### config.mk
export PLATFORM = sky130hd
export DESIGN_NAME = contador_mais_menos_param
export DESIGN_NICKNAME = d
export VERILOG_FILES = /design/src/rtl/contador_mais_menos_param.sv
export SDC_FILE = /design/constraint.sdc
export NUM_CORES = 1
export LEC_CHECK = 0
export ABC_AREA = 0
export BUFFER_PORTS_ARGS = -buffer_cell sky130_fd_sc_hd__buf_2
export CAP_MARGIN = 40
export CORE_ASPECT_RATIO = 0.8
export CORE_MARGIN = 2
export CORE_UTILIZATION = 46
export CTS_CLUSTER_SIZE = 12
export DETAILED_ROUTE_END_ITERATION = 8
export PLACE_DENSITY_LB_ADDON = 0.12
export REMOVE_ABC_BUFFERS = 1
export SYNTH_ARGS = -nofsm -noshare
export SYNTH_HDL_FRONTEND = slang
export SYNTH_SLANG_ARGS = --single-unit
### constraint.sdc
create_clock -name clock -period 3.6 [get_ports clock]
set_input_delay 0.54 -clock clock [delete_from_list [all_inputs] [get_ports clock]]
set_output_delay 0.54 -clock clock [all_outputs]
set_load 0.005 [all_outputs]
### src/rtl/contador_mais_menos_param.sv
// Up/down counter with limits, clamped load, edge-triggered steps and held-input auto-repeat.
// Define CONTADOR_WRAP_EN to wrap at the limits instead of saturating.
module contador_mais_menos_param #(
    parameter int unsigned WIDTH  = 4,
    parameter int unsigned MIN    = 0,
    parameter int unsigned MAX    = 15,
    parameter int unsigned STEP   = 1,
    parameter int unsigned REPEAT = 8
) (
    input  logic             clock,
    input  logic             clr,
    input  logic             ld,
    input  logic [WIDTH-1:0] D,
    input  logic             enp,
    input  logic             soma,
    input  logic             sub,
    output logic [WIDTH-1:0] Q,
    output logic             rco,
    output logic             at_max,
    output logic             at_min,
    output logic             mudou
);

    localparam int unsigned RW = (REPEAT > 1) ? $clog2(REPEAT) : 1;

    localparam logic [WIDTH:0]   L_MIN_X  = (WIDTH+1)'(MIN);
    localparam logic [WIDTH:0]   L_MAX_X  = (WIDTH+1)'(MAX);
    localparam logic [WIDTH:0]   L_STEP_X = (WIDTH+1)'(STEP);
    localparam logic [WIDTH-1:0] L_MIN    = WIDTH'(MIN);
    localparam logic [WIDTH-1:0] L_MAX    = WIDTH'(MAX);
    localparam logic [RW-1:0]    RPT_LAST = (REPEAT > 0) ? RW'(REPEAT - 1) : '0;

    typedef enum logic [1:0] {
        DirNone,
        DirUp,
        DirDown
    } dir_t;

    logic [WIDTH-1:0] r_q, w_q_d;
    logic             r_mudou, w_mudou_d;
    logic             r_soma_q, r_sub_q;
    logic [RW-1:0]    r_rpt, w_rpt_d;
    dir_t             r_dir, w_dir_d;

    logic             w_up_req, w_dn_req;
    logic             w_up_rise, w_dn_rise;
    logic             w_held_up, w_held_dn;
    logic             w_tick;
    logic             w_do_up, w_do_dn;
    logic [WIDTH:0]   w_d_x, w_q_x, w_sum, w_diff;
    logic             w_ovf, w_unf;

    always_comb begin
        w_up_req  = soma & ~sub;
        w_dn_req  = sub & ~soma;
        w_up_rise = w_up_req & ~r_soma_q;
        w_dn_rise = w_dn_req & ~r_sub_q;
        // Auto-repeat only continues a direction that was started by a counted edge
        w_held_up = w_up_req & ~w_up_rise & (r_dir == DirUp);
        w_held_dn = w_dn_req & ~w_dn_rise & (r_dir == DirDown);
        w_tick    = (REPEAT != 0) && enp && (w_held_up || w_held_dn) && (r_rpt == RPT_LAST);
        w_do_up   = enp & (w_up_rise | (w_tick & w_held_up));
        w_do_dn   = enp & (w_dn_rise | (w_tick & w_held_dn));

        w_d_x  = {1'b0, D};
        w_q_x  = {1'b0, r_q};
        w_sum  = w_q_x + L_STEP_X;
        w_diff = w_q_x - L_STEP_X;
        w_ovf  = w_sum > L_MAX_X;
        w_unf  = w_q_x < (L_MIN_X + L_STEP_X);
    end

    always_comb begin
        w_q_d   = r_q;
        w_rpt_d = r_rpt;
        w_dir_d = r_dir;

        if (!ld) begin
            if (w_d_x < L_MIN_X) begin
                w_q_d = L_MIN;
            end else if (w_d_x > L_MAX_X) begin
                w_q_d = L_MAX;
            end else begin
                w_q_d = D;
            end
            w_rpt_d = '0;
            w_dir_d = DirNone;
        end else begin
            if (w_do_up) begin
                if (w_ovf) begin
`ifdef CONTADOR_WRAP_EN
                    w_q_d = L_MIN;
`else
                    w_q_d = L_MAX;
`endif
                end else begin
                    w_q_d = w_sum[WIDTH-1:0];
                end
            end else if (w_do_dn) begin
                if (w_unf) begin
`ifdef CONTADOR_WRAP_EN
                    w_q_d = L_MAX;
`else
                    w_q_d = L_MIN;
`endif
                end else begin
                    w_q_d = w_diff[WIDTH-1:0];
                end
            end

            if (!enp || w_tick || !(w_held_up || w_held_dn)) begin
                w_rpt_d = '0;
            end else begin
                w_rpt_d = r_rpt + 1'b1;
            end

            if (enp && w_up_rise) begin
                w_dir_d = DirUp;
            end else if (enp && w_dn_rise) begin
                w_dir_d = DirDown;
            end else if (!(w_up_req && r_dir == DirUp) && !(w_dn_req && r_dir == DirDown)) begin
                w_dir_d = DirNone;
            end
        end

        w_mudou_d = (w_q_d != r_q);
    end

    always_ff @(posedge clock or negedge clr) begin
        if (!clr) begin
            r_q      <= L_MIN;
            r_mudou  <= 1'b0;
            r_soma_q <= 1'b0;
            r_sub_q  <= 1'b0;
            r_rpt    <= '0;
            r_dir    <= DirNone;
        end else begin
            r_q      <= w_q_d;
            r_mudou  <= w_mudou_d;
            r_soma_q <= soma;
            r_sub_q  <= sub;
            r_rpt    <= w_rpt_d;
            r_dir    <= w_dir_d;
        end
    end

    assign Q      = r_q;
    assign mudou  = r_mudou;
    assign at_max = (r_q == L_MAX);
    assign at_min = (r_q == L_MIN);
    assign rco    = enp & at_min;

endmodule

==> results by group, run 1 <==
Floorplan
  – Row count: 15
  – Initial core utilization: 47.5%
  – Core area: 2100 um2
  – Die W: 56.1 um
  – Die area: 2560 um2
  – Die height: 45.7 um
  – Top Ports: 18

Cells and area
  – Finished Cell Area: 1100 um2
  – Layout Nets: 143
  – Antenna cell count: 0
  – Final non-filler cell total: 152
  – Area growth syn-to-layout: 10.1%
  – Share of layout cells above drive strength 1: 21.3%

Setup path
  – Crit Path Class: register to register
  – WP data arrival: 2320 ps
  – CP max FO: 11
  – Critical Path Sink Type: register
  – Startpoint Class: register
  – Required @ worst endpoint: 3740 ps

Drt
  – DRT antenna net count: 0
  – Vias: 923
  – WL final: 2190 um
  – DR iter-0 viols: 31
  – Wire length per cell: 14.4 um
  – Avg Vias per Cell: 6.07
  – Remaining DRCs: 0
  – 1st-pass router iterations: 4

Synth
  – Synthesized instance count: 115
  – Sequential area share after synthesis: 30.1%
  – Register bit total from synthesis: 12
  – Synth cell types: 43
  – Yosys warns: 0
  – Cell Area, Synth: 998 um2
  – Syn avg cell area: 8.68 um2

Clock tree
  – Root buf cell: clkbuf_4
  – Post-CTS Setup Inserts: 0
  – Clk buf depth: 2
  – Post-CTS resize count: 0
  – Clock-pin slew on the worst setup and hold paths: 80 ps
  – Later-pin clock latency in the skew report: 270 ps
  – H-tree Lvls: 1
  – Hold_buf cts: 0
  – CTS sink count: 12
  – TritonCTS buffer count: 3
  – CTS tree: done

Timing
  – Fin crit period: 2170 ps
  – Rel. slew slack: 64.2%
  – RSZ-0062 raised after global routing: false
  – Final setup vio count: 0
  – Setup TNS: 0 ps
  – Final Hold Viols: 0
  – Final worst-path cycle share: 60.3%
  – Clock Skews: 3.51 ps
  – Slew @ Worst Pin: 537 ps
  – Pins Over Slew Limit: 0
  – Max Freq: 0.460 GHz

Global route
  – First-pass GRT wire length: 3530 um
  – Global route overflow: 0
  – Largest net degree at the start of global routing: 19
  – Initial antenna violation count: 0
  – Global Route Usage Sum: 18.2%
  – Vias in the first global route: 774

Placement
  – Placed Instance Area: 1060 um2
  – IO Port Bufs: 17
  – Post-Place Cells: 148
  – Post-DP HPWL: 1590 um
  – GP Congestion: 0.820

Power and ir drop
  – Worst vdd ir: 240 uV
  – Leak: 0.500 nW
  – Power per cell area: 327 nW/um2

Flow run
  – Max Cap Viol: 0

Hold path
  – Worst min-delay path category: input port to async pin

Status
  – Outcome: completed
==> through the flow <==
stage	util [%]	total power [mW]	setup WS, ps	hold WS [ps]
5_1_grt	52.3	0.383	1310	141
4_1_cts	52.3	0.364	1430	135
3_5_place_dp	50.6	0.253	1440	438
3_3_place_gp	50.6	0.253	1490	419
2_1_floorplan	-	0.216	1640	244
6_report	52.3	0.359	1430	129
==> sequential cells by signal, indices dropped and copies added, names as in the netlist <==
name and flops:
r_soma_q 1, mudou 1, r_dir 2, r_sub_q 1
r_rpt 3, Q 4
==> layout make-up <==
| class | count | area [um2] |
|---|---|---|
| clock buffer | 4 | 36.3 |
| fill | 202 | 1000 |
| inverter | 7 | 26.3 |
| multi-input combinational | 87 | 621 |
| sequential | 12 | 300 |
| tap | 25 | 31.3 |
| timing repair buffer | 17 | 85.1 |
==> per-layer routing <==
metal / global-route usage (%) / up-vias / share of wire [%]
li1: - / 451 / -
met1: 26.4 / 437 / 50
met5: 0 / - / 0
met3: 5.11 / 0 / 6.5
met2: 26.8 / 35 / 43
met4: 4.76 / 0 / 0
==> layout by cell type, fill, tap and decap left out, types with 3 or more instances in the layout <==
cell type / Yosys / layout
nand2b_1: 4 / 4
xnor2_1: 3 / 3
dfrtp_1: 12 / 12
clkbuf_4: 0 / 3
nand3_1: 3 / 3
nor2_1: 6 / 6
a21oi_1: 5 / 5
nand4_1: 6 / 6
nand2_1: 7 / 7
and3_1: 4 / 4
ha_1: 5 / 5
and2_1: 4 / 4
nor2b_1: 3 / 3
buf_2: 2 / 17
o21ai_0: 4 / 4
inv_1: 7 / 7
==> critical path, cell delays in order (launching register included) <==
cell	delay (ps)
dfrtp_1	360
ha_1	150
ha_1	200
nand3b_2	110
a21oi_2	450
a211o_1	210
mux2i_1	60
or4_1	500
==> kinds of logic after synthesis <==
| kind of cell | count (synthesis) | synth area share, % |
|---|---|---|
| and+or+nand+nor | 45 | 25.9 |
| AOI/OAI and AO/OA | 32 | 25.3 |
| buffers and inverters | 16 | 7.77 |
| DFF | 12 | 30.1 |
| adders and majority gates | 5 | 6.27 |
| xor gates and xnor gates | 3 | 2.63 |
| muxes | 2 | 2.01 |
==> cell usage after synthesis (all sizes together) <==
cell type	n	area share (%)
dfrtp	12	30
a21oi	7	5.0
inv	7	2.6
nand2	7	2.6
nand4	6	3.8
nor2	6	2.3
clkbuf	5	1.9
ha	5	6.3
and2	4	2.5
and3	4	2.5
buf	4	3.3
nand2b	4	2.5
o21ai	4	2.0
nand3	3	1.5
nand3b	3	2.6
nor2b	3	1.9
xnor2	3	2.6
a211oi	2	1.5
a31o	2	1.8
a31oi	2	1.3
mux2i	2	2.0
o2111ai	2	1.8
o2bb2ai	2	1.8
o311ai	2	1.8
a211o	1	0.88
a21boi	1	1.9
a2bb2oi	1	0.88
a311oi	1	0.88
a41oi	1	0.88
and2b	1	0.75
and4	1	0.88
nand4b	1	0.88
nor3	1	0.50
o21a	1	0.75
o22ai	1	0.63
o31ai	1	0.75
o32a	1	1.0
or4	1	0.75
==> path summary, 6_finish.rpt <==
check / startpoint / endpoint / slack [ps] / cells past startpoint
worst max-delay path: r_rpt[0]$_DFF_PN0_ / mudou$_DFF_PN0_ / 1430 / 7
worst min-delay path: clr / r_dir[0]$_DFFE_PN0P_ / 130 / 1
worst max register to register: r_rpt[0]$_DFF_PN0_ / mudou$_DFF_PN0_ / 1430 / 7
worst min register to register: r_rpt[0]$_DFF_PN0_ / r_rpt[0]$_DFF_PN0_ / 450 / 1
max in group asynchronous: clr / r_rpt[2]$_DFF_PN0_ / 3260 / 1
min in group clock: soma / r_soma_q$_DFF_PN0_ / 400 / 1
==> report_power, final <==
part / leakage [nW] / switching, mW / total, mW / internal [mW]
Sequential: 0.151 / 0.0172 / 0.159 / 0.142
Clock: 0.0210 / 0.0465 / 0.108 / 0.0615
Combinational: 0.328 / 0.0513 / 0.0920 / 0.0406
Total: 0.500 / 0.115 / 0.359 / 0.244
Power figures use the tool's default switching activity.
==> run 2: changes to the inputs <==
==> constraint.sdc (replaced) <==
create_clock -name clock -period 2.2 [get_ports clock]
set_input_delay 0.33 -clock clock [delete_from_list [all_inputs] [get_ports clock]]
set_output_delay 0.33 -clock clock [all_outputs]
set_load 0.005 [all_outputs]
==> run 2 against run 1 <==
Against the previous run: critical path depth unchanged; flip-flop and latch count unchanged; worst setup slack got worse by 1300 ps; maximum frequency increased by 4.0%; die area unchanged; wire length increased by 2.1%; worst hold slack improved by 59 ps; combinational power increased by 86%; final cell count increased by 3.9%; first-iteration DRC count decreased by 16%; highest routed layer is now met4.
==> results by group, run 2 (synthesis results as in run 1) <==
Placement
  – Placed Instance Area: 1100 um2 (+3.5%)
  – GP Congestion: 0.873 (+6.5%)
  – Post-Place Cells: 153 (+3.4%)
  – IO Port Bufs: 17 (unchanged)
  – Post-DP HPWL: 1710 um (+7.7%)

Cells and area
  – Antenna cell count: 0 (unchanged)
  – Finished Cell Area: 1150 um2 (+5.0%)
  – Share of layout cells above drive strength 1: 24.1% (+2.8 points)
  – Most frequent cells in the layout: buf_2 (17), dfrtp_1 (12), inv_1 (7), nand2_1 (7)
  – Largest register FFs: 4 (unchanged)
  – Layout Nets: 149 (+4.2%)
  – Commonest non-fill, non-tap cell in the layout: buf_2
  – Final non-filler cell total: 158 (+3.9%)
  – Filler cells: 216 (+6.9%)
  – Area growth syn-to-layout: 15.7%

Timing
  – Pins Over Slew Limit: 0 (unchanged)
  – Final setup vio count: 0 (unchanged)
  – Clock Skews: 2.42 ps (-1.10 ps)
  – Final worst-path cycle share: 94.9% (+35 points)
  – Rel. slew slack: 75.5% (+11 points)
  – RSZ-0062 raised after global routing: false
  – Max Freq: 0.479 GHz (+4.0%)
  – Fin crit period: 2090 ps (-84.0 ps)
  – Final Hold Viols: 0 (unchanged)
  – Hold_ws: 188 ps (+59.5 ps)
  – Slew @ Worst Pin: 363 ps (-174 ps)
  – Setup TNS: 0 ps (unchanged)

Floorplan
  – Top Ports: 18 (unchanged)
  – Initial core utilization: 47.5% (unchanged)
  – Row count: 15 (unchanged)
  – Die area: 2560 um2 (unchanged)
  – Die height: 45.7 um (unchanged)
  – Die W: 56.1 um (unchanged)
  – Core area: 2100 um2 (unchanged)

Drt
  – DRT antenna net count: 0 (unchanged)
  – DR iter-0 viols: 26 (-16%)
  – Remaining DRCs: 0 (unchanged)
  – 1st-pass router iterations: 4 (unchanged)
  – Vias: 935 (+1.3%)
  – Wire length per cell: 14.1 um (-1.8%)
  – WL final: 2230 um (+2.1%)
  – Avg Vias per Cell: 5.92 (-2.5%)

Setup path
  – CP max FO: 12 (+1)
  – Startpoint Class: register
  – Reg2Reg Launch Point: r_rpt[0]$_DFF_PN0_
  – Most frequent CP cell: ha_1
  – CP max stage delay: 510 ps (about the same)
  – Crit Path Class: register to register
  – CP Cell Sequence: ha_1 > ha_1 > nand3b_1 > a21boi_4 > a21oi_4 > mux2i_1 > or4_1
  – Reg2reg path depth: 7 (unchanged)
  – R2r endpoint: mudou$_DFF_PN0_
  – Reg2reg setup slack: 110 ps (-1320 ps)
  – Critical Path Sink Type: register
  – Required @ worst endpoint: 2340 ps (-1400 ps)
  – Critical path's slowest cell: or4_1
  – WP data arrival: 2230 ps (-90 ps)

Clock tree
  – CTS sink count: 12 (unchanged)
  – Clk buf depth: 2 (unchanged)
  – Root buf cell: clkbuf_4
  – Later-pin clock latency in the skew report: 280 ps (about the same)
  – CTS tree: done
  – H-tree Lvls: 1 (unchanged)
  – Post-CTS Setup Inserts: 0 (unchanged)
  – TritonCTS buffer count: 3 (unchanged)
  – Clock-pin slew on the worst setup and hold paths: 80 ps (about the same)

Global route
  – Initial antenna violation count: 0 (unchanged)
  – First-pass GRT wire length: 3660 um (+3.7%)
  – Global route overflow: 0 (unchanged)
  – Vias in the first global route: 814 (+5.2%)
  – Largest net degree at the start of global routing: 19 (unchanged)
  – Global Route Usage Sum: 18.8% (+0.58 points)

Hold path
  – Worst min-delay path category: input port to register
  – Min-delay src: sub
  – Hold EP: r_sub_q$_DFF_PN0_
  – Hold depth: 1

Power and ir drop
  – Leak: 0.530 nW (+6.0%)
  – Power per cell area: 522 nW/um2 (+60%)
  – Overall Power: 603 uW (+68%)
  – Worst vdd ir: 282 uV (+17%)

Status
  – Outcome: completed

Flow run
  – Max Cap Viol: 0 (unchanged)
## run 2: changes by cell type in the layout (fill, tap and decap cells not counted)
cell,change
buf_4,+5
dlygate4sd3_1,+1
a21oi_2,-1
a21oi_4,+1
## run 2: worst max path at each step
stage,from,end,slack (ps),depth (start not counted)
final,r_rpt[0]$_DFF_PN0_,mudou$_DFF_PN0_,110,7
after global routing,r_rpt[0]$_DFF_PN0_,mudou$_DFF_PN0_,4,7
after CTS,r_rpt[0]$_DFF_PN0_,mudou$_DFF_PN0_,90,7
after detailed placement,r_rpt[0]$_DFF_PN0_,mudou$_DFF_PN0_,110,7
after global placement,r_rpt[0]$_DFF_PN0_,mudou$_DFF_PN0_,180,7
after floorplan,r_rpt[0]$_DFF_PN0_,mudou$_DFF_PN0_,240,7
## run 2: report_power, final
part / internal [mW] / leakage [nW] / switching, mW / total [mW]
registers: 0.233 / 0.151 / 0.0208 / 0.254
clock network: 0.101 / 0.0210 / 0.0772 / 0.178
logic: 0.0778 / 0.358 / 0.0937 / 0.171
total: 0.411 / 0.530 / 0.192 / 0.603
## run 2: through the flow
step                utilization (%)  setup slack [ps]
CTS                            54.6              94.2
global route                   54.9              3.96
global placement               52.4               182
detailed placement             52.4               109
floorplan                         -               243
finish                         54.9               112
## run 2: routing by layer
layer	GRT usage, %	vias to the layer above	share of wire, %
met1	26.1	445	48
li1	-	457	-
met5	0	-	0
met3	5.40	2	7.1
met2	29.2	31	44
met4	4.76	0	0.45
## run 2: final cells by class
class	instances	area (um2)	share of cell area (%)
inverters	7	26.3	2.28
clock buffers	4	36.3	3.14
repair buffers	23	133	11.5
multi-input cells	87	628	54.4
well taps	25	31.3	2.71
flip-flops and latches	12	300	26.0
## run 2: repair_timing
action / in CTS / in global routing
resized for setup: 0 / 1
endpoints found under the setup margin: 0 / 2
hold endpoints to repair: 12 / 0
hold buffers: 1 / 0
## run 2: worst max-delay path: cells and delay by family (launching register included)
kind                     cells  cell delay, ps
multiplexers                 1             130
adder cells (fa/ha/maj)      2             380
AO/OA/AOI/OAI                2             440
flip-flops                   1             360
AND/OR/NAND/NOR              2             650
==> run 3: changes to the inputs <==
--- a/config.mk
+++ b/config.mk
@@ -6,14 +6,13 @@
 export NUM_CORES = 1
 export LEC_CHECK = 0
 export ABC_AREA = 0
-export BUFFER_PORTS_ARGS = -buffer_cell sky130_fd_sc_hd__buf_2
 export CAP_MARGIN = 40
 export CORE_ASPECT_RATIO = 0.8
 export CORE_MARGIN = 2
 export CORE_UTILIZATION = 46
 export CTS_CLUSTER_SIZE = 12
 export DETAILED_ROUTE_END_ITERATION = 8
-export PLACE_DENSITY_LB_ADDON = 0.12
+export DONT_BUFFER_PORTS = 1
 export REMOVE_ABC_BUFFERS = 1
 export SYNTH_ARGS = -nofsm -noshare
 export SYNTH_HDL_FRONTEND = slang
==> constraint.sdc (replaced) <==
create_clock -name clock -period 1.8 [get_ports clock]
set_input_delay 0.27 -clock clock [delete_from_list [all_inputs] [get_ports clock]]
set_output_delay 0.27 -clock clock [all_outputs]
set_load 0.005 [all_outputs]
==> run 3 against run 2 <==
Against the previous run: largest cell class unchanged; flip-flop and latch count unchanged; wire length increased by 11%; register-to-register slack worse by 240 ps; core utilization increased by 3.8 points; clock skew grew 3.7 ps; power grew 23%; the flow now finishes with violations (setup timing).
==> results by group, run 3 (synthesis results as in run 1) <==
Status
  – Outcome: finished with violations
  – Failing checks: setup timing

Timing
  – RSZ-0062 raised after global routing: true
  – Clock Skews: 6.07 ps (+3.65 ps)
  – Slew @ Worst Pin: 549 ps (+186 ps)
  – Fin crit period: 1930 ps (-158 ps)
  – Setup WS post-layout: -130 ps (-242 ps)
  – Final Hold Viols: 0 (unchanged)
  – Rel. slew slack: 63.3% (-12 points)
  – Final setup vio count: 4 (+4)
  – Final worst-path cycle share: 107% (+12 points)
  – Setup TNS: -383 ps (-383 ps)
  – Pins Over Slew Limit: 0 (unchanged)
  – Max Freq: 0.518 GHz (+8.2%)

Setup path
  – Startpoint Class: register
  – CP Cell Sequence: ha_2 > ha_4 > nand3b_1 > a21boi_4 > a21oi_4 > mux2i_1 > or4_1
  – WP data arrival: 2080 ps (-150 ps)
  – CP max stage delay: 460 ps (-50 ps)
  – Critical Path Sink Type: register
  – Reg2reg path depth: 7 (unchanged)
  – R2r endpoint: mudou$_DFF_PN0_
  – Reg2reg setup slack: -130 ps (-240 ps)
  – Critical path's slowest cell: or4_1
  – Required @ worst endpoint: 1950 ps (-390 ps)
  – Reg2Reg Launch Point: r_rpt[0]$_DFF_PN0_
  – CP max FO: 7 (-5)
  – Crit Path Class: register to register

Cells and area
  – Finished Cell Area: 1230 um2 (+6.9%)
  – Commonest non-fill, non-tap cell in the layout: buf_4
  – Antenna cell count: 0 (unchanged)
  – Layout Nets: 147 (-1.3%)
  – Final non-filler cell total: 156 (-1.3%)
  – Share of layout cells above drive strength 1: 25.2% (+1.1 points)
  – Fin util: 58.8% (+3.8 points)
  – Area growth syn-to-layout: 23.7%
  – Most frequent cells in the layout: buf_4 (16), dfrtp_1 (12), inv_1 (7), nand2_1 (7)
  – Largest register FFs: 4 (unchanged)

Floorplan
  – Row count: 15 (unchanged)
  – Top Ports: 18 (unchanged)
  – Die area: 2560 um2 (unchanged)
  – Die W: 56.1 um (unchanged)
  – Die height: 45.7 um (unchanged)
  – Initial core utilization: 47.5% (unchanged)
  – Core area: 2100 um2 (unchanged)

Clock tree
  – Clk buf depth: 2 (unchanged)
  – TritonCTS buffer count: 3 (unchanged)
  – CTS sink count: 12 (unchanged)
  – H-tree Lvls: 1 (unchanged)
  – Root buf cell: clkbuf_4
  – Later-pin clock latency in the skew report: 280 ps (about the same)
  – CTS tree: done
  – Clock-pin slew on the worst setup and hold paths: 80 ps (about the same)

Hold path
  – Hold depth: 1 (unchanged)
  – Min-delay src: ld
  – Worst min-delay path category: input port to register
  – Hold EP: Q[0]$_DFF_PN0_

Placement
  – IO Port Bufs: 0 (-17)
  – Placed Instance Area: 1100 um2 (-0.23%)
  – Post-Place Cells: 147 (-3.9%)
  – GP Congestion: 0.835 (-4.5%)
  – Post-DP HPWL: 1850 um (+8.1%)

Global route
  – Met3 Use GR: 6.25% (+0.85 points)
  – Largest net degree at the start of global routing: 19 (unchanged)
  – Global Route Usage Sum: 20.9% (+2.1 points)
  – First-pass GRT wire length: 4060 um (+11%)
  – Initial antenna violation count: 0 (unchanged)
  – Global routing usage on met2: 31.1% (+1.9 points)
  – Met1 Track Usage GR: 29.5% (+3.3 points)
  – Global routing's busiest layer: met2
  – Vias in the first global route: 867 (+6.5%)
  – Global route overflow: 0 (unchanged)

Drt
  – 1st-pass router iterations: 4 (unchanged)
  – DRT antenna net count: 0 (unchanged)
  – WL final: 2480 um (+11%)
  – Remaining DRCs: 0 (unchanged)
  – Avg Vias per Cell: 6.15 (+3.9%)
  – Wire length per cell: 15.9 um (+12%)
  – DR iter-0 viols: 46 (+77%)
  – Vias: 959 (+2.6%)

Flow run
  – Max Cap Viol: 0 (unchanged)

Power and ir drop
  – Leak: 0.567 nW (+6.8%)
  – Worst vdd ir: 440 uV (+56%)
  – Power per cell area: 599 nW/um2 (+15%)
run 3: worst max-delay path by stage:
stage	from	to	slack [ps]	cells past startpoint
2_1_floorplan	r_rpt[0]$_DFF_PN0_	mudou$_DFF_PN0_	-160	7
3_3_place_gp	r_rpt[0]$_DFF_PN0_	mudou$_DFF_PN0_	-190	8
3_5_place_dp	r_rpt[0]$_DFF_PN0_	mudou$_DFF_PN0_	-240	8
4_1_cts	r_rpt[0]$_DFF_PN0_	mudou$_DFF_PN0_	-130	8
5_1_grt	r_rpt[0]$_DFF_PN0_	mudou$_DFF_PN0_	-220	7
6_report	r_rpt[0]$_DFF_PN0_	mudou$_DFF_PN0_	-130	7
run 3: report_power, final:
group	internal [mW]	total, mW	switching (mW)
registers	0.285	0.301	0.0157
clock network	0.123	0.215	0.0923
logic	0.105	0.224	0.118
run 3: stage by stage:
step                      total power [mW]  hold WS, ps  setup WS [ps]
after detailed placement             0.505        -25.3           -244
after floorplan                      0.433        -25.6           -157
after global placement               0.505        -25.3           -192
final                                0.740         72.7           -130
after global routing                 0.791         53.9           -224
after CTS                            0.744        0.344           -125
run 3: routing by layer:
metal | wire length [um] | vias up
met4 | 24 | 0
li1 | - | 458
met3 | 222 | 4
met2 | 1090 | 49
met1 | 1140 | 448
met5 | 0 | -
run 3: repair_timing:
item,in CTS,in global routing
gates resized for setup,10,3
cloned,0,0
buffers inserted,2,0
endpoints found under the setup margin,5,5
hold endpoints to repair,12,2
hold buffers,1,2
pin swaps,8,8
run 3: area by class of cell:
type / count / area [um2]
inverter: 7 / 26.3
timing repair buffer: 21 / 173
tap: 25 / 31.3
clock buffer: 4 / 36.3
multi-input combinational: 87 / 668
fill: 201 / 867
sequential: 12 / 300
run 3: critical path: cells and delay by family, from the launching register on:
kind / cells / cell delay [ps]
AND/OR/NAND/NOR: 2 / 580
AO/OA/AOI/OAI: 2 / 390
flip-flops: 1 / 360
adder cells (fa/ha/maj): 2 / 340
multiplexers: 1 / 120
